`src/rtl/dma_ring_ctrl_if.sv`:
```
// DMA command-port bundle between the ring controller and the DMA writer.
interface dma_ring_ctrl_if;
    logic [27:0] DMA_START_ADR;
    logic [27:0] DMA_BUF_SIZE;
    logic        DMA_START;
    logic [15:0] DMA_DONE_CNT;
    logic        DMA_CMD_FIFO_AEMPTY;

    // Controller side: issues commands, observes completion counter and FIFO level
    modport master (
        output DMA_START_ADR,
        output DMA_BUF_SIZE,
        output DMA_START,
        input  DMA_DONE_CNT,
        input  DMA_CMD_FIFO_AEMPTY
    );

    // DMA side: accepts commands, reports completions and FIFO level
    modport slave (
        input  DMA_START_ADR,
        input  DMA_BUF_SIZE,
        input  DMA_START,
        output DMA_DONE_CNT,
        output DMA_CMD_FIFO_AEMPTY
    );
endinterface

```
`src/rtl/dma_ring_ctrl.sv`:
```
// Ring-buffer command generator for the DMA writer.
// Issues one start command per buffer in ring order, gated by host credits,
// outstanding-command limit and DMA FIFO level; turns DMA_DONE_CNT steps
// into per-buffer completion pulses.
module dma_ring_ctrl #(
    parameter int unsigned MAX_OUTSTANDING = 2,
    parameter int unsigned IDX_W           = 8
) (
    input  logic             CLK,
    input  logic             RST_N,
    input  logic             ENABLE,
    input  logic [27:0]      BASE_ADR,
    input  logic [27:0]      BUF_SIZE,
    input  logic [IDX_W-1:0] NUM_BUFS,
    input  logic             HOST_REL,
    dma_ring_ctrl_if.master  dma,
    output logic             BUF_DONE,
    output logic [IDX_W-1:0] DONE_IDX,
    output logic [3:0]       OUTSTANDING,
    output logic             BUSY,
    output logic             ERR
);

    typedef enum logic [1:0] {
        IDLE,
        RUN,
        GAP,
        DRAIN
    } state_t;

    localparam logic [IDX_W-1:0] IDX_ONE = IDX_W'(1);
    localparam logic [3:0]       OUT_MAX = 4'(MAX_OUTSTANDING);

    state_t           state;
    logic [27:0]      base_q;
    logic [27:0]      size_q;
    logic [27:0]      adr_q;
    logic [IDX_W-1:0] n_q;
    logic [IDX_W-1:0] wr_idx;
    logic [IDX_W-1:0] rd_idx;
    logic [IDX_W-1:0] free_q;
    logic [15:0]      done_seen;

    logic             done_pend;
    logic             comp_ok;
    logic             issue;
    logic             rel_ok;
    logic             rel_err;
    logic [IDX_W-1:0] n_in;

    // Event decode for the current cycle: completion, issue and host release
    always_comb begin
        done_pend = (done_seen != dma.DMA_DONE_CNT);
        comp_ok   = done_pend && (OUTSTANDING != 4'd0);
        issue     = (state == RUN) && ENABLE && (free_q != '0) &&
                    (OUTSTANDING < OUT_MAX) && dma.DMA_CMD_FIFO_AEMPTY;
        rel_ok    = HOST_REL && (state != IDLE) && (free_q != n_q);
        rel_err   = HOST_REL && (state != IDLE) && (free_q == n_q);
        n_in      = (NUM_BUFS == '0) ? IDX_ONE : NUM_BUFS;
    end

    assign BUSY = (state != IDLE);

    // Ring FSM with completion tracking, credit and outstanding accounting
    always_ff @(posedge CLK or negedge RST_N) begin
        if (!RST_N) begin
            state             <= IDLE;
            base_q            <= '0;
            size_q            <= '0;
            adr_q             <= '0;
            n_q               <= '0;
            wr_idx            <= '0;
            rd_idx            <= '0;
            free_q            <= '0;
            done_seen         <= '0;
            OUTSTANDING       <= '0;
            BUF_DONE          <= 1'b0;
            DONE_IDX          <= '0;
            ERR               <= 1'b0;
            dma.DMA_START     <= 1'b0;
            dma.DMA_START_ADR <= '0;
            dma.DMA_BUF_SIZE  <= '0;
        end else begin
            dma.DMA_START <= 1'b0;
            BUF_DONE      <= 1'b0;

            if (done_pend) begin
                done_seen <= done_seen + 16'd1;
                if (comp_ok) begin
                    BUF_DONE <= 1'b1;
                    DONE_IDX <= rd_idx;
                    rd_idx   <= (rd_idx == n_q - IDX_ONE) ? '0 : rd_idx + IDX_ONE;
                end
            end

            case ({issue, comp_ok})
                2'b10:   OUTSTANDING <= OUTSTANDING + 4'd1;
                2'b01:   OUTSTANDING <= OUTSTANDING - 4'd1;
                default: OUTSTANDING <= OUTSTANDING;
            endcase

            case ({issue, rel_ok})
                2'b10:   free_q <= free_q - IDX_ONE;
                2'b01:   free_q <= free_q + IDX_ONE;
                default: free_q <= free_q;
            endcase

            if (rel_err) begin
                ERR <= 1'b1;
            end

            case (state)
                IDLE: begin
                    if (ENABLE) begin
                        base_q <= BASE_ADR;
                        size_q <= BUF_SIZE;
                        n_q    <= n_in;
                        adr_q  <= BASE_ADR;
                        wr_idx <= '0;
                        rd_idx <= '0;
                        free_q <= n_in;
                        ERR    <= 1'b0;
                        state  <= RUN;
                    end
                end
                RUN: begin
                    if (issue) begin
                        dma.DMA_START     <= 1'b1;
                        dma.DMA_START_ADR <= adr_q;
                        dma.DMA_BUF_SIZE  <= size_q;
                        state             <= GAP;
                    end else if (!ENABLE) begin
                        state <= DRAIN;
                    end
                end
                GAP: begin
                    if (wr_idx == n_q - IDX_ONE) begin
                        wr_idx <= '0;
                        adr_q  <= base_q;
                    end else begin
                        wr_idx <= wr_idx + IDX_ONE;
                        adr_q  <= adr_q + size_q;
                    end
                    state <= RUN;
                end
                DRAIN: begin
                    if (OUTSTANDING == 4'd0) begin
                        state <= IDLE;
                    end
                end
                default: state <= IDLE;
            endcase

            // Placed after the IDLE-exit clear so a stale completion in that
            // same cycle still leaves ERR set.
            if (done_pend && !comp_ok) begin
                ERR <= 1'b1;
            end
        end
    end

endmodule

```
`src/flat_wrapper.sv`:
```
// flat-port wrapper written by rule: the top's interface ports become plain ports
module dma_ring_ctrl_flat 
#(
    parameter int unsigned MAX_OUTSTANDING = 2,
    parameter int unsigned IDX_W           = 8
)
  (CLK, RST_N, ENABLE, BASE_ADR, BUF_SIZE, NUM_BUFS, HOST_REL, BUF_DONE, DONE_IDX, OUTSTANDING, BUSY, ERR, dma_DMA_START_ADR, dma_DMA_BUF_SIZE, dma_DMA_START, dma_DMA_DONE_CNT, dma_DMA_CMD_FIFO_AEMPTY);
  dma_ring_ctrl_if dma_i ();
  input  logic CLK;
  input  logic RST_N;
  input  logic ENABLE;
  input  logic [27:0] BASE_ADR;
  input  logic [27:0] BUF_SIZE;
  input  logic [IDX_W-1:0] NUM_BUFS;
  input  logic HOST_REL;
  output logic BUF_DONE;
  output logic [IDX_W-1:0] DONE_IDX;
  output logic [3:0] OUTSTANDING;
  output logic BUSY;
  output logic ERR;
  output wire logic [$bits(dma_i.DMA_START_ADR)-1:0] dma_DMA_START_ADR;
  output wire logic [$bits(dma_i.DMA_BUF_SIZE)-1:0] dma_DMA_BUF_SIZE;
  output wire logic [$bits(dma_i.DMA_START)-1:0] dma_DMA_START;
  input wire logic [$bits(dma_i.DMA_DONE_CNT)-1:0] dma_DMA_DONE_CNT;
  input wire logic [$bits(dma_i.DMA_CMD_FIFO_AEMPTY)-1:0] dma_DMA_CMD_FIFO_AEMPTY;
  assign dma_DMA_START_ADR = dma_i.DMA_START_ADR;
  assign dma_DMA_BUF_SIZE = dma_i.DMA_BUF_SIZE;
  assign dma_DMA_START = dma_i.DMA_START;
  assign dma_i.DMA_DONE_CNT = dma_DMA_DONE_CNT;
  assign dma_i.DMA_CMD_FIFO_AEMPTY = dma_DMA_CMD_FIFO_AEMPTY;
  dma_ring_ctrl #(.MAX_OUTSTANDING(MAX_OUTSTANDING), .IDX_W(IDX_W)) u_core (.CLK(CLK), .RST_N(RST_N), .ENABLE(ENABLE), .BASE_ADR(BASE_ADR), .BUF_SIZE(BUF_SIZE), .NUM_BUFS(NUM_BUFS), .HOST_REL(HOST_REL), .dma(dma_i), .BUF_DONE(BUF_DONE), .DONE_IDX(DONE_IDX), .OUTSTANDING(OUTSTANDING), .BUSY(BUSY), .ERR(ERR));
endmodule
```
`config.mk`:
```
export PLATFORM = sky130hd
export DESIGN_NAME = dma_ring_ctrl_flat
export DESIGN_NICKNAME = d
export VERILOG_FILES = /design/src/rtl/dma_ring_ctrl_if.sv /design/src/rtl/dma_ring_ctrl.sv /design/src/flat_wrapper.sv
export SDC_FILE = /design/constraint.sdc
export NUM_CORES = 1
export LEC_CHECK = 0
export CAP_MARGIN = 10
export CELL_PAD_IN_SITES_DETAIL_PLACEMENT = 1
export CELL_PAD_IN_SITES_GLOBAL_PLACEMENT = 1
export CORE_MARGIN = 2
export CORE_UTILIZATION = 42
export CTS_BUF_LIST = sky130_fd_sc_hd__clkbuf_4 sky130_fd_sc_hd__clkbuf_8 sky130_fd_sc_hd__clkbuf_16
export DETAILED_ROUTE_END_ITERATION = 8
export HOLD_SLACK_MARGIN = 0.06
export PLACE_DENSITY_LB_ADDON = 0.1
export SLEW_MARGIN = 15
export SYNTH_ARGS = -nofsm -noshare
export SYNTH_HDL_FRONTEND = slang
export SYNTH_SLANG_ARGS = --single-unit
```
`constraint.sdc`:
```
create_clock -name CLK -period 4.05 [get_ports CLK]
set_input_delay 0.81 -clock CLK [delete_from_list [all_inputs] [get_ports CLK]]
set_output_delay 0.81 -clock CLK [all_outputs]
set_load 0.01 [all_outputs]
```
==> flow_summary.yaml, run 1 <==
min_path:
  hold_path.class: "input pin to async pin"
die:
  core_area_mm2: 0.0252
  num_io_pins: 157
  die-width_um: 164
  chipHeight_um: 164
  floorplan.initialDensity: 0.427
  dieArea_mm2: 0.0269
  number_of_standard_cell_rows_in_the_floorplan: 58
route:
  drtIter0Drc: 460
  post-route-drc-count: 0
  route.detailed.wl_per_inst_um: 18.1
  vias_per_cell: 5.39
  postRouteAntennaNets: 0
  vias: 8647
  final_wirelength_um: 29100
  detail_route.first_pass.iterations: 4
setup_path:
  cp.depth: 12
  worst-r2r-cell-count: 12
  path_cells: "ha_1, inv_1, fa_1, nor2b_1, o2111ai_1, a2111oi_2, o2111a_1, nor3_1, o41a_1, o21ai_0, and3_1, nor3_2"
  critPathSlowestCell: "sky130_fd_sc_hd__a2111oi_2"
  max_stage_delay_ps: 590
  timing_worst_setup_path_type: "flop to flop"
  critical_path.endpoint_type: "flop"
  timing.critical_path.required_ps: 4430
  cp-start-kind: "flop"
  timing.critical_path.arrival_ps: 3730
  path_buf_inv: 1
  worst_path_dominant_cell_family: "compound AO/OA/AOI/OAI gates"
  path_max_fanout: 3
synth:
  synth-seq-area-share: 0.477
  synthesis.area_per_instance_um2: 9.71
  syn_inst: 1108
  netlist.area_leader.share: 0.477
  net_count_synth: 1238
  dominantRegCellSynth: "sky130_fd_sc_hd__dfrtp_1"
  synth.top_cells.by_area: "sky130_fd_sc_hd__dfrtp_1 48%, sky130_fd_sc_hd__nand2_1 8.9%, sky130_fd_sc_hd__mux2_2 6.8%, sky130_fd_sc_hd__xor2_1 5.0%, sky130_fd_sc_hd__ha_1 4.9%"
  synth_largest_area_cell: "sky130_fd_sc_hd__dfrtp_1"
  flip_flop_and_latch_count_after_synthesis: 205
  synth_edf_count: 0
  synthesis.area_mm2: 0.0108
  ys_types: 65
  postSynth.asyncResetShare: 1.00
  synthesis.yosys.warnings: 0
clock_tree:
  cts_clk_pin_slew_worst_paths_ps: 60
  clock_insertion_delay_worst_skew_ps: 520
  cts_post_setup_buffers_inserted: 0
  h_tree_depth: 1
  cts_tree: "built"
  post_cts_sizing: 0
  cts.root.buffer_cell: "sky130_fd_sc_hd__clkbuf_16"
  post_cts_hold_buffer_count: 0
  cts_buffers: 24
  cts.sinks: 205
  max-clock-path-buffers: 3
sta:
  final.setup.worst_slack_ps: 703
  worst-slew-pin-transition_ps: 1060
  fmax_mhz: 299
  clock-skew-final_ps: 14.6
  finalWorstPathRequiredPeriod_ps: 3350
  finalMaxSlewViolations: 0
  slew-limit-headroom: 0.289
  period_share: 0.826
  setup-violations-final: 0
  hold_viol_final: 0
  unrepaired_setup_endpoints_after_global_routing: "false"
  finalSetupTns_ps: 0
pwr:
  total_power_divided_by_cell_area_mw_per_mm2: 792
  vdd_ir_drop_max_uv: 347
  total_power_w: 0.0108
  total_leakage_power_nw: 6.40
grt:
  grt_first_pass_wirelength_um: 47800
  grt_pass1_vias: 9275
  grt_overflow_total: 0
  grt_antenna_before_repair: 0
  grt_use_total: 0.221
  grt_start_max_net_pins: 106
layout:
  syn2layout_area_growth_pct: 26.3
  most-common-layout-cells: "253 x sky130_fd_sc_hd__nand2_1, 205 x sky130_fd_sc_hd__dfrtp_1, 155 x sky130_fd_sc_hd__clkdlybuf4s50_1"
  layout-drive-gt1-share: 0.113
  most_frequent_standard_cell_in_the_layout_excluding_fill_and_tap_cells: "sky130_fd_sc_hd__nand2_1"
  antenna-diode-count: 0
  num-nets-final: 1388
  final_util: 0.540
place:
  place.gp.congestion: 0.865
  preCtsSetupSlack_ps: 204
  hpwlAfterDp_um: 20600
  port_buffers: 156
outcome:
  status: "complete, no violations"
flow_run:
  drv.max_cap_violation_count: 0
[flip-flops by register name, summed over array words and instances, names as in the netlist, 2 cells and up]
| signal | flops |
|---|---|
| u_core.wr_idx | 8 |
| u_core.done_seen | 16 |
| u_core.DONE_IDX | 8 |
| u_core.size_q | 28 |
| u_core.rd_idx | 8 |
| u_core.n_q | 8 |
| u_core.dma.DMA_START_ADR | 28 |
| u_core.free_q | 8 |
| u_core.state | 2 |
| u_core.adr_q | 28 |
| u_core.OUTSTANDING | 4 |
| u_core.base_q | 28 |
| u_core.dma.DMA_BUF_SIZE | 28 |
[synth_stat cells, types with 2 or more instances]
master,n
sky130_fd_sc_hd__buf_1,4
sky130_fd_sc_hd__a222oi_1,2
sky130_fd_sc_hd__a211oi_1,4
sky130_fd_sc_hd__clkbuf_1,42
sky130_fd_sc_hd__nor3_1,12
sky130_fd_sc_hd__o21ai_0,43
sky130_fd_sc_hd__o21ai_1,2
sky130_fd_sc_hd__buf_6,4
sky130_fd_sc_hd__a21o_1,12
sky130_fd_sc_hd__a21oi_1,69
sky130_fd_sc_hd__a31o_2,2
sky130_fd_sc_hd__nand3b_1,3
sky130_fd_sc_hd__xor2_1,61
sky130_fd_sc_hd__nand3_1,23
sky130_fd_sc_hd__o211ai_1,13
sky130_fd_sc_hd__or2_2,3
sky130_fd_sc_hd__o21bai_1,3
sky130_fd_sc_hd__o31ai_1,2
sky130_fd_sc_hd__mux2i_1,8
sky130_fd_sc_hd__inv_1,21
sky130_fd_sc_hd__nand2_1,254
sky130_fd_sc_hd__a31oi_1,4
sky130_fd_sc_hd__or3_1,3
sky130_fd_sc_hd__nor2_1,63
sky130_fd_sc_hd__nand2b_1,5
sky130_fd_sc_hd__a2111oi_0,2
sky130_fd_sc_hd__o41ai_1,2
sky130_fd_sc_hd__nor4_1,15
sky130_fd_sc_hd__xnor2_1,41
sky130_fd_sc_hd__mux2_2,65
sky130_fd_sc_hd__a221oi_1,2
sky130_fd_sc_hd__buf_4,2
sky130_fd_sc_hd__a21boi_0,3
sky130_fd_sc_hd__nand4_1,8
sky130_fd_sc_hd__ha_1,42
sky130_fd_sc_hd__o2111ai_1,2
sky130_fd_sc_hd__dfrtp_1,205
sky130_fd_sc_hd__a32o_1,2
sky130_fd_sc_hd__o21a_1,2
sky130_fd_sc_hd__nor2b_1,7
sky130_fd_sc_hd__and3_1,16
sky130_fd_sc_hd__and4_1,5
sky130_fd_sc_hd__fa_1,3
[final cells by class]
type / instances / area (um2)
multi-input combinational: 829 / 5340
clock buffer: 32 / 697
sequential: 205 / 5130
timing repair buffer: 177 / 1760
inverter: 21 / 78.8
clock inverter: 11 / 166
tap: 330 / 413
fill: 2833 / 11600
[per-stage QoR]
step                      instances  hold slack (ps)  cell area [um2]
after global routing           1605              409            13600
after floorplan                1108              441            10800
final                          1605              354            13600
after global placement         1562              456            12700
after CTS                      1605              383            13600
after detailed placement       1562              464            12700
[cell families after synthesis]
logic type / after synthesis / share of synthesized area
buffers and inverters: 74 / 0.0294
adder cells (fa/ha/maj): 45 / 0.0545
AND/OR/NAND/NOR: 423 / 0.171
XOR/XNOR: 103 / 0.0852
flip-flops: 205 / 0.477
multiplexers: 74 / 0.0766
AO/OA/AOI/OAI: 184 / 0.106
[final timing paths]
path	startpoint	slack, ps	end
max in group asynchronous	RST_N	2870	u_core.done_seen[15]$_DFFE_PN0N_
min	RST_N	350	u_core.DONE_IDX[6]$_DFFE_PN0P_
max	u_core.adr_q[0]$_DFFE_PN0P_	700	u_core.adr_q[26]$_DFFE_PN0P_
min in group CLK	u_core.base_q[23]$_DFFE_PN0P_	480	u_core.base_q[23]$_DFFE_PN0P_
max reg2reg	u_core.adr_q[0]$_DFFE_PN0P_	700	u_core.adr_q[26]$_DFFE_PN0P_
min reg2reg	u_core.base_q[23]$_DFFE_PN0P_	480	u_core.base_q[23]$_DFFE_PN0P_
[power by group]
group,internal [W],leakage [nW],switching (W)
registers,0.00284,2.62,0.000783
logic,0.00234,3.36,0.00246
clock network,0.00147,0.427,0.000870
total,0.00665,6.40,0.00412
[worst reg2reg max path: cells and delay by family (launching register included)]
family,cells,cell delay (ps)
AOI/OAI and AO/OA,5,1640
adders and majority gates,2,590
buffers and inverters,1,60
DFF,1,380
and+or+nand+nor,4,550
[per-layer routing]
layer | global-route usage | vias to the layer above | share of wire
met3 | 0.0270 | 35 | 0.034
met4 | 0.0459 | 0 | 0.015
met1 | 0.297 | 4358 | 0.46
met2 | 0.384 | 145 | 0.49
li1 | - | 4109 | -
met5 | 0 | - | 0
No activity file was read; power rests on OpenSTA's default activity.
==> run 2, diff against run 1 <==
Settings changed: CORE_UTILIZATION 42 to 38.
Clock period 4.05 ns to 3 ns, I/O delays scaled along.
==> flow_summary.yaml, run 2 (synthesized netlist as in run 1, its figures left out) <==
outcome:
  status: "complete, no violations"
clock_tree:
  max-clock-path-buffers: 3
  cts_clk_pin_slew_worst_paths_ps: 60
  cts_buffers: 25
  cts.sinks: 205
  h_tree_depth: 1
  clock_insertion_delay_worst_skew_ps: 520
  cts.root.buffer_cell: "sky130_fd_sc_hd__clkbuf_16"
  cts_tree: "built"
route:
  final_wirelength_um: 30900
  drtIter0Drc: 378
  detail_route.first_pass.iterations: 6
  post-route-drc-count: 0
  vias_per_cell: 5.14
  postRouteAntennaNets: 0
  route.detailed.wl_per_inst_um: 17.9
  vias: 8866
layout:
  final.fill_count: 3094
  syn2layout_area_growth_pct: 34.3
  num-nets-final: 1460
  most-common-layout-cells: "252 x sky130_fd_sc_hd__nand2_1, 197 x sky130_fd_sc_hd__dfrtp_1, 155 x sky130_fd_sc_hd__clkdlybuf4s50_1"
  antenna-diode-count: 0
  final_util: 0.518
  layout-drive-gt1-share: 0.190
  most_frequent_standard_cell_in_the_layout_excluding_fill_and_tap_cells: "sky130_fd_sc_hd__nand2_1"
setup_path:
  worst-r2r-cell-count: 17
  timing.critical_path.arrival_ps: 3370
  path_cells: "xor2_2, nor4_2, buf_4, a21oi_2, ha_4, inv_2, ha_4, a21o_1, a21oi_2, o21bai_1, a21oi_2, buf_4, o21ai_2, xnor2_1, nor2_1, xnor2_1, a21oi_1"
  path_buf_inv: 3
  reg2reg_from: "u_core.free_q[5]$_DFF_PN0_"
  timing_worst_setup_path_type: "flop to flop"
  worst_path_dominant_cell_family: "compound AO/OA/AOI/OAI gates"
  path_max_fanout: 5
  critPathSlowestCell: "sky130_fd_sc_hd__dfrtp_2"
  critical_path.reg2reg.endpoint: "u_core.free_q[7]$_DFF_PN0_"
  max_stage_delay_ps: 480
  critical_path.endpoint_type: "flop"
  r2r_setup_slack_ps: 30
  cp-start-kind: "flop"
  timing.critical_path.required_ps: 3400
  critical_path.most_common_cell: "sky130_fd_sc_hd__a21oi_2"
pwr:
  vdd_ir_drop_max_uv: 434
  total_power_divided_by_cell_area_mw_per_mm2: 1080
  total_leakage_power_nw: 6.80
die:
  dieArea_mm2: 0.0297
  die-width_um: 172
  chipHeight_um: 172
  floorplan.initialDensity: 0.386
  number_of_standard_cell_rows_in_the_floorplan: 61
  core_area_mm2: 0.0279
  num_io_pins: 157
min_path:
  hold_path.class: "flop to flop"
  holdPathEnd: "u_core.base_q[20]$_DFFE_PN0P_"
  whs_path_depth: 2
  hold_path_startpoint: "u_core.base_q[20]$_DFFE_PN0P_"
sta:
  clock-skew-final_ps: 7.87
  fmax_mhz: 337
  worst-slew-pin-transition_ps: 862
  finalWorstPathRequiredPeriod_ps: 2970
  setup-violations-final: 0
  hold-worst-slack_ps: 478
  slew-limit-headroom: 0.425
  hold_viol_final: 0
  unrepaired_setup_endpoints_after_global_routing: "true"
  finalMaxSlewViolations: 0
  period_share: 0.989
grt:
  grt_use_total: 0.211
  grt_start_max_net_pins: 62
  grt_antenna_before_repair: 0
  grt_first_pass_wirelength_um: 50000
  grt_pass1_vias: 9708
  grt_overflow_total: 0
place:
  hpwlAfterDp_um: 22000
  place.gp.congestion: 0.867
  port_buffers: 156
flow_run:
  drv.max_cap_violation_count: 0
==> run 2: changes by cell type in the layout (fill, tap and decap cells not counted), sizes merged <==
cell / previous run / this run
dlygate4sd3: 0 / 1
buf: 22 / 92
bufinv: 4 / 3
clkinvlp: 2 / 0
clkbuf: 32 / 36
==> run 2: cell type report <==
| type | count | area (um2) | area share |
|---|---|---|---|
| multi-input cells | 829 | 5540 | 0.384 |
| flip-flops and latches | 205 | 5140 | 0.356 |
| repair buffers | 248 | 2320 | 0.160 |
| clock buffers | 36 | 764 | 0.0530 |
| well taps | 378 | 473 | 0.0328 |
| clock inverters | 8 | 123 | 0.00849 |
| inverters | 21 | 78.8 | 0.00546 |
==> run 2: report_power, final <==
group	internal (W)	switching, W	total (W)	leakage [nW]
logic	0.00380	0.00379	0.00758	3.74
clock network	0.00202	0.00118	0.00320	0.445
registers	0.00385	0.000976	0.00483	2.61
total	0.00966	0.00595	0.0156	6.80
==> run 2: how the worst max path moves through the flow <==
stage / start / to / slack [ps] / cells after the start
after detailed placement: ENABLE / u_core.free_q[5]$_DFF_PN0_ / -410 / 17
after CTS: u_core.size_q[0]$_DFFE_PN0P_ / u_core.adr_q[26]$_DFFE_PN0P_ / 10 / 12
after global routing: u_core.free_q[5]$_DFF_PN0_ / u_core.free_q[7]$_DFF_PN0_ / -170 / 17
after floorplan: ENABLE / u_core.free_q[7]$_DFF_PN0_ / -30 / 17
after global placement: ENABLE / u_core.free_q[7]$_DFF_PN0_ / -300 / 17
final: u_core.free_q[5]$_DFF_PN0_ / u_core.free_q[7]$_DFF_PN0_ / 30 / 17
==> run 2: tightest hold or removal path, delay by kind of cell (launching register included) <==
kind / cells / cell delay (ps)
DFF: 1 / 340
and+or+nand+nor: 2 / 110
==> run 2: routing by layer <==
layer,share of wire,global-route usage
met2,0.49,0.376
met1,0.45,0.273
met3,0.037,0.0291
met5,0,0
met4,0.023,0.0471
==> run 2: repair_timing <==
| item | 4_1_cts | 5_1_grt |
|---|---|---|
| hold buffers | 1 | 0 |
| setup buffers | 0 | 10 |
| gates cloned | 0 | 0 |
| endpoints found under the setup margin | 5 | 25 |
| endpoints found under the hold margin | 56 | 0 |
| resized for setup | 5 | 45 |
| pin swaps | 2 | 24 |
==> run 2: metrics by stage <==
| step | setup WS [ps] | cells | area [um2] | setup TNS [ps] | power (W) |
|---|---|---|---|---|---|
| floorplan | -32.1 | 1108 | 10800 | -32.1 | 0.00915 |
| global placement | -305 | 1671 | 13300 | -1350 | 0.0118 |
| detailed placement | -408 | 1671 | 13300 | -2210 | 0.0121 |
| CTS | 14.0 | 1716 | 14200 | 0 | 0.0154 |
| global route | -171 | 1725 | 14400 | -592 | 0.0169 |
| finish | 31.6 | 1725 | 14400 | 0 | 0.0156 |
